### config.mk
export PLATFORM = sky130hd
export DESIGN_NAME = dig_map_flat
export DESIGN_NICKNAME = d
export VERILOG_FILES = /design/src/rtl/dig_map_if.sv /design/src/rtl/dig_map.sv /design/src/flat_wrapper.sv
export SDC_FILE = /design/constraint.sdc
export NUM_CORES = 1
export LEC_CHECK = 0
export ABC_AREA = 0
export BUFFER_PORTS_ARGS = -buffer_cell sky130_fd_sc_hd__buf_2
export CORE_AREA = 2 2 314 316
export CTS_CLUSTER_DIAMETER = 60
export CTS_CLUSTER_SIZE = 14
export DETAILED_ROUTE_END_ITERATION = 6
export DIE_AREA = 0 0 316 318
export PLACE_DENSITY_LB_ADDON = 0.25
export SLEW_MARGIN = 20
export SYNTH_ARGS = -nofsm -noshare
export SYNTH_HDL_FRONTEND = slang
export SYNTH_SLANG_ARGS = --single-unit
export TNS_END_PERCENT = 50
### constraint.sdc
create_clock -name Clk -period 22.1 [get_ports Clk]
set_input_delay 4.42 -clock Clk [delete_from_list [all_inputs] [get_ports Clk]]
set_output_delay 4.42 -clock Clk [all_outputs]
set_load 0.01 [all_outputs]
### src/rtl/dig_map_if.sv
// Player/frame inputs and tunnel-map outputs of the dig map, bundled for the
// gameplay core (master) and the map block (slave).
interface dig_map_if;
    logic                frame_clk;
    logic [9:0]          Player_X;
    logic [9:0]          Player_Y;
    logic                dig_en;
    logic                level_load;
    logic [31:0][23:0]   dug_state;
    logic                busy;
    logic                tile_dug;
    logic [9:0]          dug_count;

    modport master (
        output frame_clk, Player_X, Player_Y, dig_en, level_load,
        input  dug_state, busy, tile_dug, dug_count
    );

    modport slave (
        input  frame_clk, Player_X, Player_Y, dig_en, level_load,
        output dug_state, busy, tile_dug, dug_count
    );
endinterface

### src/rtl/dig_map.sv
// Tunnel bitmap for the dig game: marks the tile under the player once per
// frame while digging, and reinitialises the whole map with a 32-cycle
// column sweep on level load.
module dig_map #(
    parameter logic [9:0] MAP_TOP   = 10'd96,
    parameter logic [4:0] START_COL = 5'd16
) (
    input  logic     Clk,
    input  logic     Reset,
    dig_map_if.slave bus
);

    typedef enum logic {RUN, SWEEP} state_t;

    localparam logic [9:0] COUNT_MAX = 10'd768;

    logic [1:0]        rst_sync_q;
    logic              rst_n;

    state_t            state_q, state_d;
    logic [4:0]        sc_q, sc_d;
    logic [31:0][23:0] dug_state_q, dug_state_d;
    logic [9:0]        count_q, count_d;
    logic              tile_dug_q, tile_dug_d;
    logic              fclk_dly_q, fclk_dly_d;
    logic              frame_edge_q, frame_edge_d;

    logic [4:0]        col;
    logic [4:0]        row;
    logic [10:0]       y_ext;
    logic [10:0]       top_ext;
    logic              in_map;

    // Reset asserts immediately, releases two Clk edges later on a clean edge.
    always_ff @(posedge Clk or negedge Reset) begin
        if (!Reset) rst_sync_q <= '0;
        else        rst_sync_q <= {rst_sync_q[0], 1'b1};
    end

    assign rst_n = rst_sync_q[1];

    // Tile coordinates of the player and the in-map window test.
    always_comb begin
        col     = 5'(bus.Player_X >> 4);
        row     = 5'((bus.Player_Y - MAP_TOP) >> 4);
        y_ext   = {1'b0, bus.Player_Y};
        top_ext = {1'b0, MAP_TOP};
        in_map  = (bus.Player_X <= 10'd511) &&
                  (y_ext >= top_ext) &&
                  (y_ext <= top_ext + 11'd383);
    end

    // Rising-edge detect of the frame tick, both stages registered.
    always_comb begin
        fclk_dly_d   = bus.frame_clk;
        frame_edge_d = bus.frame_clk & ~fclk_dly_q;
    end

    // Next-state logic: level load has priority over digging; the sweep
    // rewrites one column per cycle and ignores frame edges.
    always_comb begin
        state_d     = state_q;
        sc_d        = sc_q;
        dug_state_d = dug_state_q;
        count_d     = count_q;
        tile_dug_d  = 1'b0;
        case (state_q)
            RUN: begin
                if (bus.level_load) begin
                    state_d = SWEEP;
                    sc_d    = '0;
                    count_d = '0;
                end else if (frame_edge_q && bus.dig_en && in_map &&
                             !dug_state_q[col][row]) begin
                    dug_state_d[col][row] = 1'b1;
                    tile_dug_d            = 1'b1;
                    if (count_q != COUNT_MAX) count_d = count_q + 10'd1;
                end
            end
            SWEEP: begin
                if (sc_q == START_COL) begin
                    dug_state_d[sc_q] = 24'h00000F;
                    count_d           = 10'd4;
                end else begin
                    dug_state_d[sc_q] = '0;
                end
                if (bus.level_load)      sc_d    = '0;
                else if (sc_q == 5'd31)  state_d = RUN;
                else                     sc_d    = sc_q + 5'd1;
            end
            default: state_d = RUN;
        endcase
    end

    // State, map and counters, cleared asynchronously by reset.
    always_ff @(posedge Clk or negedge rst_n) begin
        if (!rst_n) begin
            state_q      <= RUN;
            sc_q         <= '0;
            dug_state_q  <= '0;
            count_q      <= '0;
            tile_dug_q   <= 1'b0;
            fclk_dly_q   <= 1'b0;
            frame_edge_q <= 1'b0;
        end else begin
            state_q      <= state_d;
            sc_q         <= sc_d;
            dug_state_q  <= dug_state_d;
            count_q      <= count_d;
            tile_dug_q   <= tile_dug_d;
            fclk_dly_q   <= fclk_dly_d;
            frame_edge_q <= frame_edge_d;
        end
    end

    assign bus.dug_state = dug_state_q;
    assign bus.busy      = (state_q == SWEEP);
    assign bus.tile_dug  = tile_dug_q;
    assign bus.dug_count = count_q;

endmodule

### src/flat_wrapper.sv
// flat-port wrapper written by rule: the top's interface ports become plain ports
module dig_map_flat 
#(
    parameter logic [9:0] MAP_TOP   = 10'd96,
    parameter logic [4:0] START_COL = 5'd16
)
  (Clk, Reset, bus_frame_clk, bus_Player_X, bus_Player_Y, bus_dig_en, bus_level_load, bus_dug_state, bus_busy, bus_tile_dug, bus_dug_count);
  dig_map_if bus_i ();
  input  logic Clk;
  input  logic Reset;
  input wire logic [$bits(bus_i.frame_clk)-1:0] bus_frame_clk;
  input wire logic [$bits(bus_i.Player_X)-1:0] bus_Player_X;
  input wire logic [$bits(bus_i.Player_Y)-1:0] bus_Player_Y;
  input wire logic [$bits(bus_i.dig_en)-1:0] bus_dig_en;
  input wire logic [$bits(bus_i.level_load)-1:0] bus_level_load;
  output wire logic [$bits(bus_i.dug_state)-1:0] bus_dug_state;
  output wire logic [$bits(bus_i.busy)-1:0] bus_busy;
  output wire logic [$bits(bus_i.tile_dug)-1:0] bus_tile_dug;
  output wire logic [$bits(bus_i.dug_count)-1:0] bus_dug_count;
  assign bus_i.frame_clk = bus_frame_clk;
  assign bus_i.Player_X = bus_Player_X;
  assign bus_i.Player_Y = bus_Player_Y;
  assign bus_i.dig_en = bus_dig_en;
  assign bus_i.level_load = bus_level_load;
  assign bus_dug_state = bus_i.dug_state;
  assign bus_busy = bus_i.busy;
  assign bus_tile_dug = bus_i.tile_dug;
  assign bus_dug_count = bus_i.dug_count;
  dig_map #(.MAP_TOP(MAP_TOP), .START_COL(START_COL)) u_core (.Clk(Clk), .Reset(Reset), .bus(bus_i));
endmodule
* Yosys cells after proc, flatten, opt, wreduce, memory -nomap -nowiden *
Cells that the tools add are included.

storage, ports and cells
  register bits after elaboration = 789
  input port bits = 25
  logic and storage cells = 112

cells by class
  add/sub/neg operators = 3
  $lt $le $gt $ge = 9
  eq/ne operators = 10
  mux-type cells = 30
  bitwise gates (word level) = 9
  reduce and logical (&&, ||, !) cells = 12

operators with widths
  cell                     count
  $mux W768                3
  $pmux W768 S2            1
  $and A768 B768 Y768      1
  $not A768 Y768           1
  $or A768 B768 Y768       1
  $and A640 B640 Y640      1
  $not A640 Y640           1
  $demux W24 S5            2
  $or A128 B128 Y128       1
  $bmux W24 S5             1
  $mux W24                 3
  $mux W10                 4
  $le A10 B9 Y1 const B    2
  $pmux W10 S2             1
  $lt A5 B6 Y1 const B     3
  $ge A5 B1 Y1 const B     3
  $mux W5                  3
  $add A10 B1 Y10 const B  1
  $eq A5 B5 Y1 const B     2
  $ge A10 B7 Y1 const B    1
  $ne A10 B10 Y1 const B   1
  $pmux W5 S2              1
  $sub A9 B7 Y9 const B    1
  $logic_and A1 B1 Y1      8
  14 further kinds         26

* Depth between registers and ports, before layout *
Gate-level depths: netlist of run 1.

  depth after elaboration = 11
  depth in mapped cells = 17
  depth with buffers taken out = 10

* Worst setup path before layout of run 1 *
OpenSTA, ideal clock, no wires.

  path kind = input -> register
  start point = in bus_Player_X[5]
  end point = reg (tool-made name)
  setup time = 0.074 ns
  arrival = 7.412 ns
  path slack = 14.613 ns
  stages on the path = 15
  path buffers = 6
  cell sequence = buf_2 buf_6 clkbuf_1 mux2i_1 o22ai_1 a211oi_1 nand4_1 a2111oi_0 nor3_1 o21ai_1 buf_4 or4b_1 buf_2 buf_6 o21ai_2

RTL lines
  what         line                text
  from (decl)  flat_wrapper.sv:12  input wire logic [$bits(bus_i.Player_X)-1:0] bus_Player_X;

* Worst setup path in the final report of run 1 *
  start point = in bus_Player_X[5]
  end point = reg u_core.dug_state_q, in the netlist u_core.bus.dug_state[761]

between the ends
  longest elaborated chain between the ends = 8

RTL lines
  what                                                                          line                          text
  $bmux W24 S5, or another cell as far along                                    dig_map.sv:74                 !dug_state_q[col][row]) begin
  $mux W24 (implied by the code) / $logic_and A1 B1 Y1 (equally long branches)  dig_map.sv:74, dig_map.sv:75
  $bmux W1 S5 / $mux W24 (equally long branches)                                dig_map.sv:74, dig_map.sv:75
  $mux W1 (implied by the code) / $demux W24 S5 (equally long branches)         -
  $logic_not A1 Y1 / $or A768 B768 Y768 (equally long branches)                 -
  $logic_and A1 B1 Y1 / $mux W768 (equally long branches)                       dig_map.sv:73                 end else if (frame_edge_q && bus.dig_en && in_map &&
  $ne A2 B1 Y1 (no line) / $mux W768 (equally long branches)                    -
  $reduce_and A2 Y1 (no line) / $pmux W768 S2 (equally long branches)           -
  to (signal assigned)                                                          dig_map.sv:108                dug_state_q <= dug_state_d;
  to (decl)                                                                     dig_map.sv:22                 logic [31:0][23:0] dug_state_q, dug_state_d;

Several ways; a longest one is shown, not always the timed one. The select of a mux whose other input is x is not followed.
A chain may end at the register's enable or synchronous reset.

==> impl_metrics.csv, run 1 <==
group,metric,value,unit
sta,max_freq,82.8,MHz
pwr,internal_power,2.36,mW
placed_design,gp_congestion,0.952,
global_routing,grt_use_total,38.0,%
finish,final_common_cell,"buf_2",
worst_setup_path,critical_path.top_delay_family,"buffers and inverters",
pwr,pwr-share-clk,45.1,%
worst_setup_path,crit_path_max_incr_delay,0.99,ns
sta,tns,0,ns
clocking,cts_resized,0,
drt,drtIter0Drc,4687,
clocking,post_cts_buffers,0,
sta,finalClockSkew,0.0313,ns
drt,vias,33500,
clocking,cts_hold_buf,0,
floorplan,die_x,316,µm
finish,final_cell_mix,"buf_2 (798), dfrtp_1 (788), a32o_1 (477), nand2_1 (297), mux2i_1 (258)",
floorplan,ioPinCount,805,
finish,multi_input_area,15300,µm²
worst_hold_path,hold_class,"reg2reg",
global_routing,grt_pass1_wl,267,mm
placed_design,dpl.hpwl,141,mm
run,max-cap-violations,0,
finish,layout.area.seq,19700,µm²
yosys,ys_warn_count,0,
yosys,yosys.area.top_type,"dfrtp_1",
sta,layout_worst_path_cycle_share,54.7,%
clocking,cts.htree.levels,3,
pwr,ir_worst_vdd,51.6,µV
yosys,syn_nets,3069,
clocking,clockBufferDepth,3,
run_status,status,"complete, no violations",
floorplan,coreArea,97400,µm²
worst_setup_path,cpMostUsedCell,"buf_4",
pwr,p_leak,21.2,nW
drt,ant_nets,0,
clocking,cts_tree,"done",
yosys,synth_cell_types,65,
finish,fin_nets,3716,
clocking,cts_buffers,81,
yosys,synth_ff_type,"dfrtp_1",
worst_setup_path,crit_chain,"buf_8 -> buf_4 -> buf_4 -> mux4_2 -> a22oi_1 -> nand4_1 -> a22o_1 -> nor4_1 -> nor3_1 -> o21ai_1 -> buf_4 -> and2_4 -> buf_4 -> buf_4 -> a32o_1",
sta,hold_viol_final,0,
clocking,clk_pin_slew,0.06,ns
placed_design,portBuffers,800,
global_routing,grt_pass1_vias,31600,
worst_setup_path,cp.required,22.70,ns
finish,nFillCells,9273,
pwr,switching_share,27.1,%
clocking,worst_skew_pair.late_latency,0.68,ns
sta,rsz0062_at_grt,"false",
worst_setup_path,critPathArrivalTime,12.68,ns
floorplan,rows,115,
worst_setup_path,startpoint_type,"primary input",
yosys,synth_top_area_share,54.2,%
worst_setup_path,crit_path_end_kind,"register",
drt,avgViaCountPerCell,6.67,
sta,relSlewSlack,21.0,%
pwr,pwr-share-comb,8.2,%
sta,worstMarginPinSlew,1.17,ns
yosys,syn_avg_cell_area,12.0,µm²
floorplan,die-area,100000,µm²
floorplan,start_util,37.4,%
yosys,synth_cells,3036,
pwr,p_per_area,73.1,nW/µm²
finish,fin_util,45.4,%
clocking,cts_root_buf,"clkbuf_16",
finish,drive_gt1_share,31.8,%
yosys,ys_top_cells_by_area,"dfrtp_1 (54%), a32o_1 (13%), mux2i_1 (7.1%)",
sta,finalSetupViolations,0,
yosys,synthArstFlopShare,100,%
clocking,clkSinkCount,789,
worst_setup_path,crit_fanout,99,
drt,firstDrtPassIters,6,
sta,fin_crit,12.08,ns
global_routing,antenna_found_initial,5,
drt,wl_per_cell,39.1,µm
drt,drt_wl_total,196,mm
yosys,ys_seq_area_share,54.2,%
floorplan,die_y,318,µm
pwr,p_switching,0.878,mW
global_routing,grt_max_degree,221,
yosys,syn-cell-area,36400,µm²
global_routing,overflow,0,
worst_setup_path,cpMaxStageDelayCell,"buf_4",
drt,drc,0,
sta,slew_violations,0,
worst_setup_path,path_class,"in2reg",
pwr,totalPowerFinal,3.23,mW
finish,area_growth,21.5,%
yosys,synth_edf_count,0,
worst_setup_path,crit_buf_inv,6,
pwr,pwr-share-seq,46.7,%
yosys,ys_seq_elements,789,
==> stage by stage <==
stage	instances	hold slack, ns	instance area (µm²)	setup WS, ns
after floorplan	3036	0.331	36400	9.29
after global placement	4886	0.337	41500	9.65
after detailed placement	4886	0.337	41500	9.66
after CTS	5022	0.351	44200	10.36
after global routing	5023	0.355	44200	9.91
final	5025	0.348	44200	10.02
==> layout make-up <==
cell class	instances	share of cell area (%)
multi-input combinational	1896	34.5
clock buffer	93	4.92
sequential	789	44.7
clock inverter	43	1.23
timing repair buffer	904	11.0
inverter	11	0.0934
antenna	2	0.0113
tap	1287	3.64
==> cells by family after synthesis <==
logic type,Yosys count,share of synthesized area [%]
AO/OA/AOI/OAI,971,22.2
flip-flops,789,54.2
AND/OR/NAND/NOR,587,7.65
buffers and inverters,351,4.44
multiplexers,322,11.1
adder cells (fa/ha/maj),8,0.275
XOR/XNOR,7,0.168
other,1,0.0103
==> power groups by stage <==
stage | logic, mW | registers [mW] | clock network [mW]
after floorplan | 0.111 | 1.55 | 0
after global placement | 0.259 | 1.54 | 0
after detailed placement | 0.261 | 1.54 | 0
after CTS | 0.262 | 1.51 | 1.47
after global routing | 0.277 | 1.51 | 1.52
final | 0.265 | 1.51 | 1.46
==> final timing paths <==
kind                                                      startpoint                                     to  slack (ns)  depth (start not counted)
worst max-delay path                                 bus_Player_X[5]  u_core.bus.dug_state[761]$_DFFE_PN0P_       10.02                         15
worst min-delay path                  u_core.rst_sync_q[0]$_DFF_PN0_         u_core.rst_sync_q[1]$_DFF_PN0_        0.35                          0
worst max register to register  u_core.bus.dug_state[77]$_DFFE_PN0P_  u_core.bus.dug_state[761]$_DFFE_PN0P_       15.48                         12
min in group asynchronous             u_core.rst_sync_q[1]$_DFF_PN0_  u_core.bus.dug_state[292]$_DFFE_PN0P_        0.43                          0
max in group asynchronous             u_core.rst_sync_q[1]$_DFF_PN0_             asynchronous set/reset pin       17.77                          4
worst min register to register        u_core.rst_sync_q[0]$_DFF_PN0_         u_core.rst_sync_q[1]$_DFF_PN0_        0.35                          0
==> synthesized netlist by cell type (6+ instances only) <==
master     number
nor2_1        110
clkbuf_1      200
o311ai_0       12
or3_1           6
or2_2           6
o21ai_2        10
nand3_1        35
o31ai_1        23
nand2_1       297
nand4_1        13
buf_4          12
a22oi_1        26
nand4bb_1       6
ha_1            8
a32o_1        477
and3_1         11
nor4_1         31
a22o_1         98
mux2i_1       258
a31oi_1        11
nor2_4          9
nand4b_1        6
mux4_2         64
inv_1          11
buf_6          11
nand2b_1        6
o22ai_1       124
o21ai_0       156
a21oi_1        11
dfrtp_1       789
buf_2         108
nor3_1         15
nor2b_1         8
==> per-layer routing <==
layer / wire [µm] / GRT usage [%] / share of wire, %
met5: 26 / 0 / 0.013
met2: 91400 / 59.8 / 47
met4: 13400 / 21.7 / 6.8
met1: 71800 / 47.6 / 37
met3: 19800 / 9.21 / 10
No activity file was read; power rests on OpenSTA's default activity.
==> inputs of run 2 (changes only) <==
Settings changed: ABC_AREA 0 to 1, CORE_AREA 2 2 314 316 to unset, CORE_MARGIN set to 2, CORE_UTILIZATION set to 40, DIE_AREA 0 0 316 318 to unset.
Clock period 22.1 ns to 10.2 ns, I/O delays scaled along.
==> run 2 against run 1 <==
  * Flip-flop and latch count unchanged
  * Register-to-register slack lost 9.6 ns
  * Critical path type unchanged
  * Critical path depth up 5
  * Worst hold slack worse by 0.062 ns
  * Highest routed layer unchanged
  * Final area up 9.7%
  * Utilization rose by 3.1 points
  * Via count is 31% higher
  * Cell count up 49%
  * Global-route usage up 1.9 points
  * First-iteration DRC count grew 32%
==> impl_metrics.csv, run 2 <==
group,metric,value,unit
yosys,yosys.area_share.adder,0.248,%
sta,relSlewSlack,17.0,%
yosys,synth_edf_count,0,
yosys,synth_top_area_share,48.9,%
global_routing,grt_pass1_vias,39900,
placed_design,placed_area,45400,µm²
yosys,synthXorXnorAreaFrac,0.130,%
global_routing,grt_pass1_wl,297,mm
drt,ant_nets,0,
clocking,cts_buffers,90,
placed_design,dpl.hpwl,145,mm
finish,fin_nets,6161,
clocking,post_cts_buffers,0,
worst_setup_path,crit_path_end_kind,"register",
pwr,totalPowerFinal,7.82,mW
yosys,synthSimpleGateAreaFrac,34.1,%
clocking,clockBufferDepth,3,
yosys,synthTopCellsByCount,"nand2_1 (2496), dfrtp_1 (789), nand3_1 (611), inv_1 (327), nor2_1 (235)",
pwr,ir_worst_vdd,142,µV
worst_setup_path,timing.rr.start,"u_core.bus.dug_state[297]$_DFFE_PN0P_",
pwr,p_leak,24.5,nW
sta,hold_viol_final,0,
yosys,ys_seq_area_share,48.9,%
floorplan,die_y,322,µm
clocking,cts_tree,"done",
pwr,p_per_area,161,nW/µm²
worst_setup_path,worstReg2RegEnd,"u_core.bus.dug_state[750]$_DFFE_PN0P_",
run_status,status,"complete, no violations",
finish,fin_util,48.5,%
global_routing,grt_use_total,39.9,%
sta,fin_crit,7.29,ns
yosys,ys_warn_count,0,
global_routing,grt_max_degree,211,
yosys,synthMuxAreaShare,0,%
sta,max_freq,137,MHz
placed_design,gp_congestion,0.961,
clocking,cts_root_buf,"clkbuf_16",
sta,worstMarginPinSlew,1.25,ns
yosys,synth_cell_types,37,
drt,wl_per_cell,28.4,µm
yosys,syn-cell-area,40400,µm²
clocking,worst_skew_pair.late_latency,0.71,ns
yosys,synth_ff_type,"dfrtp_1",
drt,drt_wl_total,213,mm
yosys,yosys.area.top_type,"dfrtp_1",
placed_design,portBuffers,800,
worst_setup_path,startpoint_type,"primary input",
drt,avgViaCountPerCell,5.86,
clocking,cts_hold_buf,0,
sta,finalClockSkew,0.0368,ns
sta,tns,0,ns
worst_setup_path,cp.required,10.82,ns
yosys,syn_avg_cell_area,7.32,µm²
drt,vias,43900,
drt,drc,0,
worst_setup_path,reg2reg_depth,19,
worst_setup_path,startpoint,"bus_Player_X[5]",
sta,rsz0062_at_grt,"false",
floorplan,ioPinCount,805,
yosys,syn_nets,5552,
run,max-cap-violations,0,
worst_hold_path,hold_class,"reg2async",
floorplan,coreArea,100000,µm²
sta,layout_worst_path_cycle_share,71.5,%
sta,finalSetupViolations,0,
sta,setup_slack,2.91,ns
worst_setup_path,r2r_slack,5.90,ns
drt,drtIter0Drc,6172,
finish,final_area,48500,µm²
worst_setup_path,crit_end,"u_core.bus.dug_state[750]$_DFFE_PN0P_",
yosys,synthArstFlopShare,100,%
floorplan,start_util,40.3,%
yosys,yosysMostFrequentCell,"nand2_1",
sta,slew_violations,0,
global_routing,overflow,0,
finish,final_common_cell,"nand2_1",
yosys,synth_compound_area_share,9.30,%
finish,drive_gt1_share,18.1,%
finish,final_cell_mix,"nand2_1 (2494), buf_2 (798), dfrtp_1 (787), nand3_1 (602), inv_1 (326)",
worst_setup_path,critPathArrivalTime,7.91,ns
floorplan,rows,116,
finish,nFillCells,10100,
yosys,ys_top_cells_by_area,"dfrtp_1 (49%), nand2_1 (23%), nand3_1 (7.6%)",
global_routing,antenna_found_initial,6,
clocking,clkSinkCount,789,
floorplan,die-area,104000,µm²
clocking,cts.htree.levels,3,
worst_setup_path,path_class,"in2reg",
clocking,cts_resized,0,
floorplan,die_x,322,µm
yosys,synth_top_family_by_area,"simple AND/OR/NAND/NOR gates",
yosys,synth_cells,5519,
yosys,ys_seq_elements,789,
drt,firstDrtPassIters,6,
finish,area_growth,20.2,%
worst_setup_path,crit_fanout,210,
clocking,clk_pin_slew,0.06,ns
placed_design,place_ws,2.39,ns
run 2: worst max-delay path, cell delays in order:
cell and delay, ns:
buf_4 0.12, buf_4 0.60, buf_4 0.66, nor2_4 0.08
buf_4 0.36, a22oi_1 0.31, nand2_1 0.09, nand2_1 0.16
nand2_1 0.07, nor3_1 0.25, a21oi_1 0.11, nor2_1 0.10
nand2_1 0.14, nor2_4 0.32, nand3_2 0.26, nand2_4 0.16
buf_12 0.49, buf_4 0.88, nand3_1 0.16, nand2_1 0.14
run 2: cell families after synthesis:
group,after synthesis
AND/OR/NAND/NOR,3405
buffers and inverters,717
adder cells (fa/ha/maj),8
other,1
AO/OA/AOI/OAI,593
XOR/XNOR,6
flip-flops,789
run 2: per-layer routing:
layer | GRT usage (%) | part of all wire (%) | wire (µm)
met5 | 0 | 0.012 | 25
met4 | 26.5 | 7.8 | 16600
met3 | 9.88 | 12 | 25200
met2 | 59.9 | 43 | 92400
met1 | 51.0 | 37 | 78300
run 2: worst min-delay path by stage:
| stage | to | from | cells after the start |
|---|---|---|---|
| 5_1_grt | u_core.bus.dug_state[472]$_DFFE_PN0P_ | u_core.rst_sync_q[1]$_DFF_PN0_ | 0 |
| 2_1_floorplan | u_core.rst_sync_q[1]$_DFF_PN0_ | u_core.rst_sync_q[0]$_DFF_PN0_ | 0 |
| 6_report | u_core.bus.dug_state[472]$_DFFE_PN0P_ | u_core.rst_sync_q[1]$_DFF_PN0_ | 0 |
| 4_1_cts | u_core.bus.dug_state[472]$_DFFE_PN0P_ | u_core.rst_sync_q[1]$_DFF_PN0_ | 0 |
| 3_5_place_dp | u_core.bus.dug_state[472]$_DFFE_PN0P_ | u_core.rst_sync_q[1]$_DFF_PN0_ | 0 |
| 3_3_place_gp | u_core.bus.dug_state[472]$_DFFE_PN0P_ | u_core.rst_sync_q[1]$_DFF_PN0_ | 0 |
run 2: layout make-up:
type	instances	area (µm²)	area share [%]
Antenna cell	1	2.50	0.00516
Clock buffer	111	2500	5.16
Clock inverter	49	559	1.15
Inverter	339	1280	2.63
Multi-Input combinational cell	4013	18000	37.0
Sequential cell	789	19800	40.7
Tap cell	1298	1620	3.35
Timing Repair Buffer	895	4850	9.99
run 2: report_power, final:
part / total [mW] / leakage [nW] / switching, mW / internal (mW)
Clock: 3.47 / 1.49 / 1.53 / 1.95
Sequential: 3.40 / 8.36 / 0.136 / 3.26
Combinational: 0.949 / 14.7 / 0.688 / 0.261
run 2: stage by stage:
stage | hold WS, ns | std cells
floorplan | 0.331 | 5519
global placement | 0.300 | 7333
detailed placement | 0.302 | 7333
CTS | 0.310 | 7493
global route | 0.337 | 7494
finish | 0.287 | 7495
